===== src/rtl/shared_or_arbiter_if.sv =====
// Request/response bundle for the shared OR datapath.
// The arbiter connects through the slave modport; the client side
// (requesters plus the result consumer) uses the master modport.
interface shared_or_arbiter_if #(
    parameter int NUM      = 4,
    parameter int BITS     = 32,
    parameter int CNT_BITS = 16
);
    localparam int IDW = (NUM > 1) ? $clog2(NUM) : 1;

    logic [NUM-1:0]      req_valid;
    logic [NUM-1:0]      req_ready;
    logic [NUM*BITS-1:0] req_a;
    logic [NUM*BITS-1:0] req_b;
    logic                rsp_valid;
    logic                rsp_ready;
    logic [BITS-1:0]     rsp_c;
    logic [IDW-1:0]      rsp_id;
    logic [CNT_BITS-1:0] served_cnt;

    modport slave (
        input  req_valid, req_a, req_b, rsp_ready,
        output req_ready, rsp_valid, rsp_c, rsp_id, served_cnt
    );

    modport master (
        output req_valid, req_a, req_b, rsp_ready,
        input  req_ready, rsp_valid, rsp_c, rsp_id, served_cnt
    );
endinterface


===== src/rtl/shared_or_arbiter.sv =====
// Shared OR datapath with round-robin arbitration among NUM requesters.
// One request is granted per cycle; its a|b result is held in a
// single-entry output buffer tagged with the requester index.
module shared_or_arbiter #(
    parameter int NUM      = 4,
    parameter int BITS     = 32,
    parameter int CNT_BITS = 16
) (
    input  logic                  clk,
    input  logic                  rst,
    shared_or_arbiter_if.slave    bus
);
    localparam int IDW = (NUM > 1) ? $clog2(NUM) : 1;

    typedef enum logic {
        S_EMPTY = 1'b0,
        S_FULL  = 1'b1
    } buf_state_e;

    buf_state_e          state_q, state_d;
    logic [IDW-1:0]      ptr_q, ptr_d;
    logic [IDW-1:0]      id_q, id_d;
    logic [BITS-1:0]     c_q, c_d;
    logic [CNT_BITS-1:0] cnt_q, cnt_d;

    logic                can_accept;
    logic                grant_vld;
    logic [IDW-1:0]      win_idx;
    logic [NUM-1:0]      ready;

    // The shared OR datapath every requester used to own privately.
    function automatic logic [BITS-1:0] or_gate(input logic [BITS-1:0] a,
                                                input logic [BITS-1:0] b);
        return a | b;
    endfunction

    // Index base+off wrapped into 0..NUM-1 (off never exceeds NUM).
    function automatic int wrap_idx(input int base, input int off);
        int sum;
        sum = base + off;
        return (sum >= NUM) ? sum - NUM : sum;
    endfunction

    // Round-robin pick: first valid requester at or after the pointer.
    always_comb begin
        // NOTE: every signal gets a default before any branch, so no path
        // leaves a value unassigned and no latch is inferred.
        ready      = '0;
        grant_vld  = 1'b0;
        win_idx    = '0;
        // A draining result frees the buffer in the same cycle.
        can_accept = !rst && ((state_q == S_EMPTY) || bus.rsp_ready);
        for (int off = 0; off < NUM; off++) begin
            if (can_accept && !grant_vld && bus.req_valid[wrap_idx(int'(ptr_q), off)]) begin
                grant_vld = 1'b1;
                win_idx   = IDW'(wrap_idx(int'(ptr_q), off));
            end
        end
        if (grant_vld) begin
            ready[win_idx] = 1'b1;
        end
    end

    // Buffer fill/drain, pointer advance and served counter.
    always_comb begin
        state_d = state_q;
        ptr_d   = ptr_q;
        id_d    = id_q;
        c_d     = c_q;
        cnt_d   = cnt_q;
        if (grant_vld) begin
            state_d = S_FULL;
            c_d     = or_gate(bus.req_a[int'(win_idx)*BITS +: BITS],
                              bus.req_b[int'(win_idx)*BITS +: BITS]);
            id_d    = win_idx;
            ptr_d   = IDW'(wrap_idx(int'(win_idx), 1));
            cnt_d   = cnt_q + 1'b1;
        end else if ((state_q == S_FULL) && bus.rsp_ready) begin
            // Result consumed with nothing to replace it; c/id keep last value.
            state_d = S_EMPTY;
        end
    end

    // State registers with synchronous reset that discards any held result.
    always_ff @(posedge clk) begin
        // NOTE: non-blocking assignments keep all flops updating from the
        // same pre-edge values regardless of statement order.
        if (rst) begin
            state_q <= S_EMPTY;
            ptr_q   <= '0;
            id_q    <= '0;
            c_q     <= '0;
            cnt_q   <= '0;
        end else begin
            state_q <= state_d;
            ptr_q   <= ptr_d;
            id_q    <= id_d;
            c_q     <= c_d;
            cnt_q   <= cnt_d;
        end
    end

    assign bus.req_ready  = ready;
    assign bus.rsp_valid  = (state_q == S_FULL);
    assign bus.rsp_c      = c_q;
    assign bus.rsp_id     = id_q;
    assign bus.served_cnt = cnt_q;
endmodule


===== src/flat_wrapper.sv =====
// flat-port wrapper written by rule: the top's interface ports become plain ports
module shared_or_arbiter_flat 
#(
    parameter int NUM      = 4,
    parameter int BITS     = 32,
    parameter int CNT_BITS = 16
)
  (clk, rst, bus_req_valid, bus_req_a, bus_req_b, bus_rsp_ready, bus_req_ready, bus_rsp_valid, bus_rsp_c, bus_rsp_id, bus_served_cnt);
  shared_or_arbiter_if #(.NUM(NUM), .BITS(BITS), .CNT_BITS(CNT_BITS)) bus_i ();
  input  logic clk;
  input  logic rst;
  input wire logic [$bits(bus_i.req_valid)-1:0] bus_req_valid;
  input wire logic [$bits(bus_i.req_a)-1:0] bus_req_a;
  input wire logic [$bits(bus_i.req_b)-1:0] bus_req_b;
  input wire logic [$bits(bus_i.rsp_ready)-1:0] bus_rsp_ready;
  output wire logic [$bits(bus_i.req_ready)-1:0] bus_req_ready;
  output wire logic [$bits(bus_i.rsp_valid)-1:0] bus_rsp_valid;
  output wire logic [$bits(bus_i.rsp_c)-1:0] bus_rsp_c;
  output wire logic [$bits(bus_i.rsp_id)-1:0] bus_rsp_id;
  output wire logic [$bits(bus_i.served_cnt)-1:0] bus_served_cnt;
  assign bus_i.req_valid = bus_req_valid;
  assign bus_i.req_a = bus_req_a;
  assign bus_i.req_b = bus_req_b;
  assign bus_i.rsp_ready = bus_rsp_ready;
  assign bus_req_ready = bus_i.req_ready;
  assign bus_rsp_valid = bus_i.rsp_valid;
  assign bus_rsp_c = bus_i.rsp_c;
  assign bus_rsp_id = bus_i.rsp_id;
  assign bus_served_cnt = bus_i.served_cnt;
  shared_or_arbiter #(.NUM(NUM), .BITS(BITS), .CNT_BITS(CNT_BITS)) u_core (.clk(clk), .rst(rst), .bus(bus_i));
endmodule

===== config.mk =====
export PLATFORM = sky130hd
export DESIGN_NAME = shared_or_arbiter_flat
export DESIGN_NICKNAME = d
export VERILOG_FILES = /design/src/rtl/shared_or_arbiter_if.sv /design/src/rtl/shared_or_arbiter.sv /design/src/flat_wrapper.sv
export SDC_FILE = /design/constraint.sdc
export NUM_CORES = 1
export LEC_CHECK = 0
export CORE_AREA = 3 3 122 124
export DETAILED_ROUTE_END_ITERATION = 16
export DIE_AREA = 0 0 125 127
export GPL_TIMING_DRIVEN = 0
export PLACE_DENSITY = 0.76
export RECOVER_POWER = 100
export SLEW_MARGIN = 5
export SYNTH_ARGS = -nofsm -noshare
export SYNTH_HDL_FRONTEND = slang
export SYNTH_SLANG_ARGS = --single-unit

===== constraint.sdc =====
create_clock -name clk -period 2.48 [get_ports clk]
set_input_delay 0.62 -clock clk [delete_from_list [all_inputs] [get_ports clk]]
set_output_delay 0.62 -clock clk [all_outputs]
set_load 0.02 [all_outputs]

==> flow_summary.json <==
{
  "outcome": "complete, no violations",
  "cpPeakStageDelay_ns": 0.37,
  "clkPwrFrac_pct": 22.0,
  "drv_cap": 0,
  "placed_area_um2": 7295,
  "multi_input_area_um2": 2685,
  "grt_pass1_wl_mm": 27.68,
  "hold_slack_ns": 0.4911,
  "clock.fmax_mhz": 406.4,
  "crit_type": "in -> out",
  "tightestPinTransition_ns": 0.8209,
  "fillers": 1346,
  "critPathMaxFanout": 8,
  "setup_violations": 0,
  "synthTopCellsByArea": "dfxtp_1 27%, mux2i_1 16%, nor2_1 14%, nor3_1 8.5%, a32o_1 8.2%",
  "cts_root_buf": "clkbuf_16",
  "post_drt_wl_per_cell_um": 17.75,
  "die_w_um": 125,
  "end_kind": "output pin",
  "clk_path_buf_depth": 2,
  "die_height_um": 127,
  "start_util_pct": 28.14,
  "ys_seq_elements": 53,
  "postSynthAreaPerCell_um2": 7.615,
  "vias_per_cell": 4.983,
  "synthToLayoutAreaGrowth_pct": 95.00,
  "synth.top_cell.area_share_pct": 27.16,
  "antenna_found_initial": 1,
  "synth_cells": 513,
  "final_nets": 1111,
  "drt_iter0_drc": 274,
  "hold_viol_final": 0,
  "switchingPower_mw": 1.026,
  "drc": 0,
  "synth_edf_count": 0,
  "clk-insertion-delay-late_ns": 0.29,
  "total_power_mw": 3.178,
  "critical_path.slowest_cell": "a221o_1",
  "fin_crit_sh_pct": 99.21,
  "cp_top_family": "compound AO/OA/AOI/OAI gates",
  "grt_overflow": 0,
  "postCtsHoldBufs": 0,
  "vdd_ir_drop_max_mv": 0.2407,
  "synth.net_count": 777,
  "cts_max_level": 2,
  "synth_area_um2": 3906,
  "row_count": 43,
  "core_um2": 13880,
  "worst-path-buf-inv": 3,
  "rsz0062_at_grt": "true",
  "routabilityCongestion": 0.8171,
  "drv_slew": 0,
  "critPathLaunchType": "primary input",
  "layout_common_cells": "307 x clkdlybuf4s50_1, 140 x nor2_1, 66 x nor3_1",
  "fin_area_um2": 7617,
  "cts_buffers": 5,
  "fin_crit_ns": 2.460,
  "p_leak_nw": 2.842,
  "ys_seq_area_share_pct": 27.16,
  "p_sw_share_pct": 32.28,
  "finClkSkew_ns": 0.004795,
  "crit_path_cell_trace": "buf_6, nor2b_1, a221o_1, a21oi_4, buf_6, and2_4, buf_6",
  "final_common_cell": "clkdlybuf4s50_1",
  "grt_use_total_pct": 21.56,
  "worstPathRequired_ns": 1.86,
  "max-slew-margin-rel_pct": 44.85,
  "yosysUniqueCellTypes": 42,
  "cp.arrival_ns": 1.84,
  "dr.pass1.iters": 4,
  "hp-class": "reg -> reg",
  "vias": 5127,
  "grt_max_degree": 17,
  "cts_tree": "built",
  "dp_hpwl_mm": 14.58,
  "power_density_nw_per_um2": 417.2,
  "crit_top_cell": "buf_6",
  "seqCellArea_um2": 1064,
  "seqPwrFrac_pct": 32.1,
  "yosysWarnings": 0,
  "final_layout_size_suffix_gt1_share_pct": 8.491,
  "routed_wl_mm": 18.27,
  "clk_pin_slew_worst_paths_ns": 0.07,
  "synth_top_area_cell": "dfxtp_1",
  "io_buffers": 314,
  "synthFlopType": "dfxtp_1",
  "cts.sinks": 53,
  "combinationalPowerShare_pct": 45.9,
  "intPower_mw": 2.152,
  "async_flop_share_pct": 0,
  "dieArea_um2": 15880,
  "antenna_left": 0,
  "grt_pass1_vias": 5195,
  "io_pins": 318
}
## sequential cells by signal, summed over array words and instances (netlist names)
register,count
u_core.bus.rsp_c,32
u_core.ptr_q,2
u_core.bus.rsp_id,2
u_core.bus.served_cnt,16
u_core.bus.rsp_valid,1
## kinds of logic (layout without fill, tap and decap cells)
group | Yosys count | count (layout) | share of synthesized area (%)
xor gates and xnor gates | 15 | 15 | 3.363
buffers and inverters | 42 | 377 | 5.829
other | 0 | 1 | 0
DFF | 53 | 53 | 27.16
AOI/OAI and AO/OA | 49 | 49 | 11.31
muxes | 64 | 64 | 16.40
adders and majority gates | 1 | 1 | 0.3203
and+or+nand+nor | 289 | 289 | 35.62
## cells in the mapped netlist, types with 2 or more instances
cell / n
nand2_1: 9
and4_1: 2
or3_1: 2
a32o_1: 32
nand2b_1: 4
nor2b_1: 4
dfxtp_1: 53
and2_1: 2
nor2_2: 6
clkbuf_1: 18
a21oi_1: 7
mux2i_1: 64
nor2_1: 141
buf_1: 2
nand3_1: 7
nor4_1: 32
buf_6: 6
and3_1: 2
a211oi_1: 2
buf_2: 7
inv_1: 4
buf_4: 4
nand4_1: 6
nor3_1: 66
xor2_1: 14
## metrics by stage
step	instances	setup TNS, ns	setup WS, ns	util, %
after detailed placement	1007	-23.68	-1.306	52.55
final	1029	0	0.01952	54.88
after CTS	1025	0	0.0005741	54.62
after floorplan	513	0	0.01572	-
after global placement	1007	-22.88	-1.336	52.55
after global routing	1029	-0.1593	-0.05707	54.88
## layout make-up
type	count	area share (%)
clock buffers	5	1.643
multi-input cells	418	35.25
plain buffers	37	3.039
inverters	4	0.2464
flip-flops and latches	53	13.96
well taps	180	2.957
clock inverters	3	0.2300
diodes	1	0.03285
repair buffers	328	42.64
## power groups by stage
stage	registers [mW]	clock network, mW	logic [mW]
final	1.02	0.699	1.46
after global routing	1.03	0.740	1.56
after CTS	1.02	0.712	1.46
after detailed placement	1.04	0	1.42
after global placement	1.03	0	1.41
after floorplan	1.16	0	0.512
## per-layer routing
metal,up-vias,part of all wire [%],track usage [%]
met5,-,0,0
met4,0,1.5,5.102
met3,16,6.3,4.013
met2,224,51,39.48
met1,2352,41,26.18
li1,2535,-,-
## timing repair
action / CTS / global route
resized for setup: 49 / 15
pin swaps: 4 / 3
setup endpoints to repair: 38 / 6
endpoints found under the hold margin: 0 / 0
buffers inserted: 10 / 4
## worst paths after layout
path	cells past startpoint	startpoint	slack (ns)	endpoint
hold reg to reg	2	u_core.bus.rsp_id[0]$_SDFFE_PP0N_	0.49	u_core.bus.rsp_id[0]$_SDFFE_PP0N_
setup reg to reg	7	u_core.ptr_q[1]$_SDFFE_PP0N_	0.29	u_core.bus.rsp_c[3]$_SDFFE_PP0N_
setup / recovery	7	bus_req_valid[0]	0.02	bus_req_ready[3]
hold / removal	2	u_core.bus.rsp_id[0]$_SDFFE_PP0N_	0.49	u_core.bus.rsp_id[0]$_SDFFE_PP0N_
## worst reg2reg max path, cell delays in order (launching register included)
cell      delay, ns
dfxtp_2        0.38
nand2b_1       0.18
a221o_1        0.35
nand4_1        0.13
buf_4          0.23
buf_4          0.19
clkbuf_1       0.43
a32o_1         0.25
Power figures use the tool's default switching activity.
==> RTL edit, RTL diff (same settings) <==
`BITS` is set to 32 in 3 places; all go to 16.
--- a/src/rtl/shared_or_arbiter_if.sv
+++ b/src/rtl/shared_or_arbiter_if.sv
@@ -4,5 +4,5 @@
 interface shared_or_arbiter_if #(
     parameter int NUM      = 4,
-    parameter int BITS     = 32,
+    parameter int BITS     = 16,
     parameter int CNT_BITS = 16
 );
--- a/src/rtl/shared_or_arbiter.sv
+++ b/src/rtl/shared_or_arbiter.sv
@@ -4,5 +4,5 @@
 module shared_or_arbiter #(
     parameter int NUM      = 4,
-    parameter int BITS     = 32,
+    parameter int BITS     = 16,
     parameter int CNT_BITS = 16
 ) (
--- a/src/flat_wrapper.sv
+++ b/src/flat_wrapper.sv
@@ -3,5 +3,5 @@
 #(
     parameter int NUM      = 4,
-    parameter int BITS     = 32,
+    parameter int BITS     = 16,
     parameter int CNT_BITS = 16
 )
Interface: changed (resized bus_req_a, bus_req_b and bus_rsp_c); port bits go from 318 to 174. The function was not compared with the original's and may differ.
==> RTL edit against the original RTL <==
Setup slack better by 9.6 ps. Final area is 35% lower. Largest power group is now the clock network. Sequential cell count is 16 lower. Sequential power is 35% lower. First-iteration DRC count is 38% lower. Routed wire length is 42% lower. Total power is 32% lower. Synthesized area is 35% lower. Critical path depth is 1 higher. Clock skew hardly changed. Synthesized cell count is 39% lower.
==> RTL edit: results <==
set metrics [dict create \
    status "finished, final reports clean" \
    yosysUniqueCellTypes 37 \
    track_usage 0.1305 \
    crit_fanout 4 \
    via_per_inst 4.397 \
    syn-num-nets 449 \
    fillers 1446 \
    p_clk_mw 0.745 \
    r2r-start "u_core.ptr_q[0]$_SDFFE_PP0N_" \
    crit_start "bus_req_valid[2]" \
    intPower_mw 1.519 \
    irDropWorstVdd_mv 0.2407 \
    wl_mm 10.57 \
    post-dp-hpwl_mm 8.232 \
    grt_util_met3 0.02592 \
    dr.first_iter.drc_count 170 \
    holdWs_ps 485.9 \
    ys_top_cells_by_area "dfxtp_1, nor2_1, o211ai_1" \
    cts_buffers 5 \
    dr.pass1.iters 7 \
    synthTopCellsByCount "nor2_1, dfxtp_1, o211ai_1" \
    met2_usage 0.2290 \
    dr_wl_met3_um 606 \
    ys_seq_area_frac 0.2913 \
    worst-r2r-cell-count 8 \
    worstReg2RegEnd "u_core.bus.rsp_c[11]$_SDFFE_PP0N_" \
    n_antenna_cell 0 \
    grt_pass1_wl_mm 16.51 \
    skew_ps 4.399 \
    comb_power_mw 0.741 \
    wl_met2_mm 5.249 \
    grt_max_degree 14 \
    grt_use_met1 0.1678 \
    nets 645 \
    gp_congestion 0.7737 \
    critical_path.slowest_cell "a311oi_4" \
    grt_pass1_vias 3087 \
    p_leak_nw 1.873 \
    synth_top_area_frac 0.2913 \
    portBuffers 172 \
    r2r_slack_ps 230 \
    antenna_found_initial 0 \
    cpPeakStageDelay_ps 340 \
    relSlewSlack 0.5535 \
    wl_met1_mm 4.610 \
    drive_above_1_share 0.1686 \
]
## RTL edit: changes by cell type in the layout (fill, tap and decap cells not counted), moves of 48 or more
| cell | before | now |
|---|---|---|
| clkdlybuf4s50_1 | 307 | 163 |
| nor3_1 | 66 | 1 |
| nor2_1 | 140 | 77 |
| mux2i_1 | 64 | 16 |
## RTL edit: area by class of cell
cell class,count,area (sq um),share of cell area
Clock inverter,3,46.29,0.009377
Buffer,18,103.9,0.02103
Inverter,6,35.03,0.007096
Timing Repair Buffer,192,1883,0.3814
Clock buffer,5,125.1,0.02534
Tap cell,180,225.2,0.04562
Multi-Input combinational cell,249,1777,0.3599
Sequential cell,37,742.0,0.1503
## RTL edit: metrics by stage
step | total power, mW | worst slack, ps | cell area, sq um | instances
finish | 2.145 | 29.08 | 4937 | 690
detailed placement | 1.342 | -1553 | 4504 | 665
CTS | 2.162 | 0.5848 | 4867 | 686
floorplan | 0.9675 | 13.86 | 2557 | 313
global placement | 1.336 | -1524 | 4504 | 665
global route | 2.265 | -18.78 | 4937 | 690
## RTL edit: kinds of logic (layout without fill, tap and decap cells)
logic type / count (synthesis) / count (layout) / synth area share
and+or+nand+nor: 120 / 120 / 0.2185
AOI/OAI and AO/OA: 84 / 84 / 0.2500
DFF: 37 / 37 / 0.2913
muxes: 32 / 32 / 0.1471
buffers and inverters: 27 / 224 / 0.04675
xor gates and xnor gates: 12 / 12 / 0.04134
adders and majority gates: 1 / 1 / 0.004920
## RTL edit: repair_timing
action	in CTS	in global routing
setup endpoints to repair	22	4
buffers inserted	16	4
resized for setup	66	13
pin swaps	6	7
hold buffers	0	0
## RTL edit: worst max-delay path, delay by kind of cell
family	cells	cell delay, ps
buf+inv	4	430
simple gates	2	270
compound gates	2	520
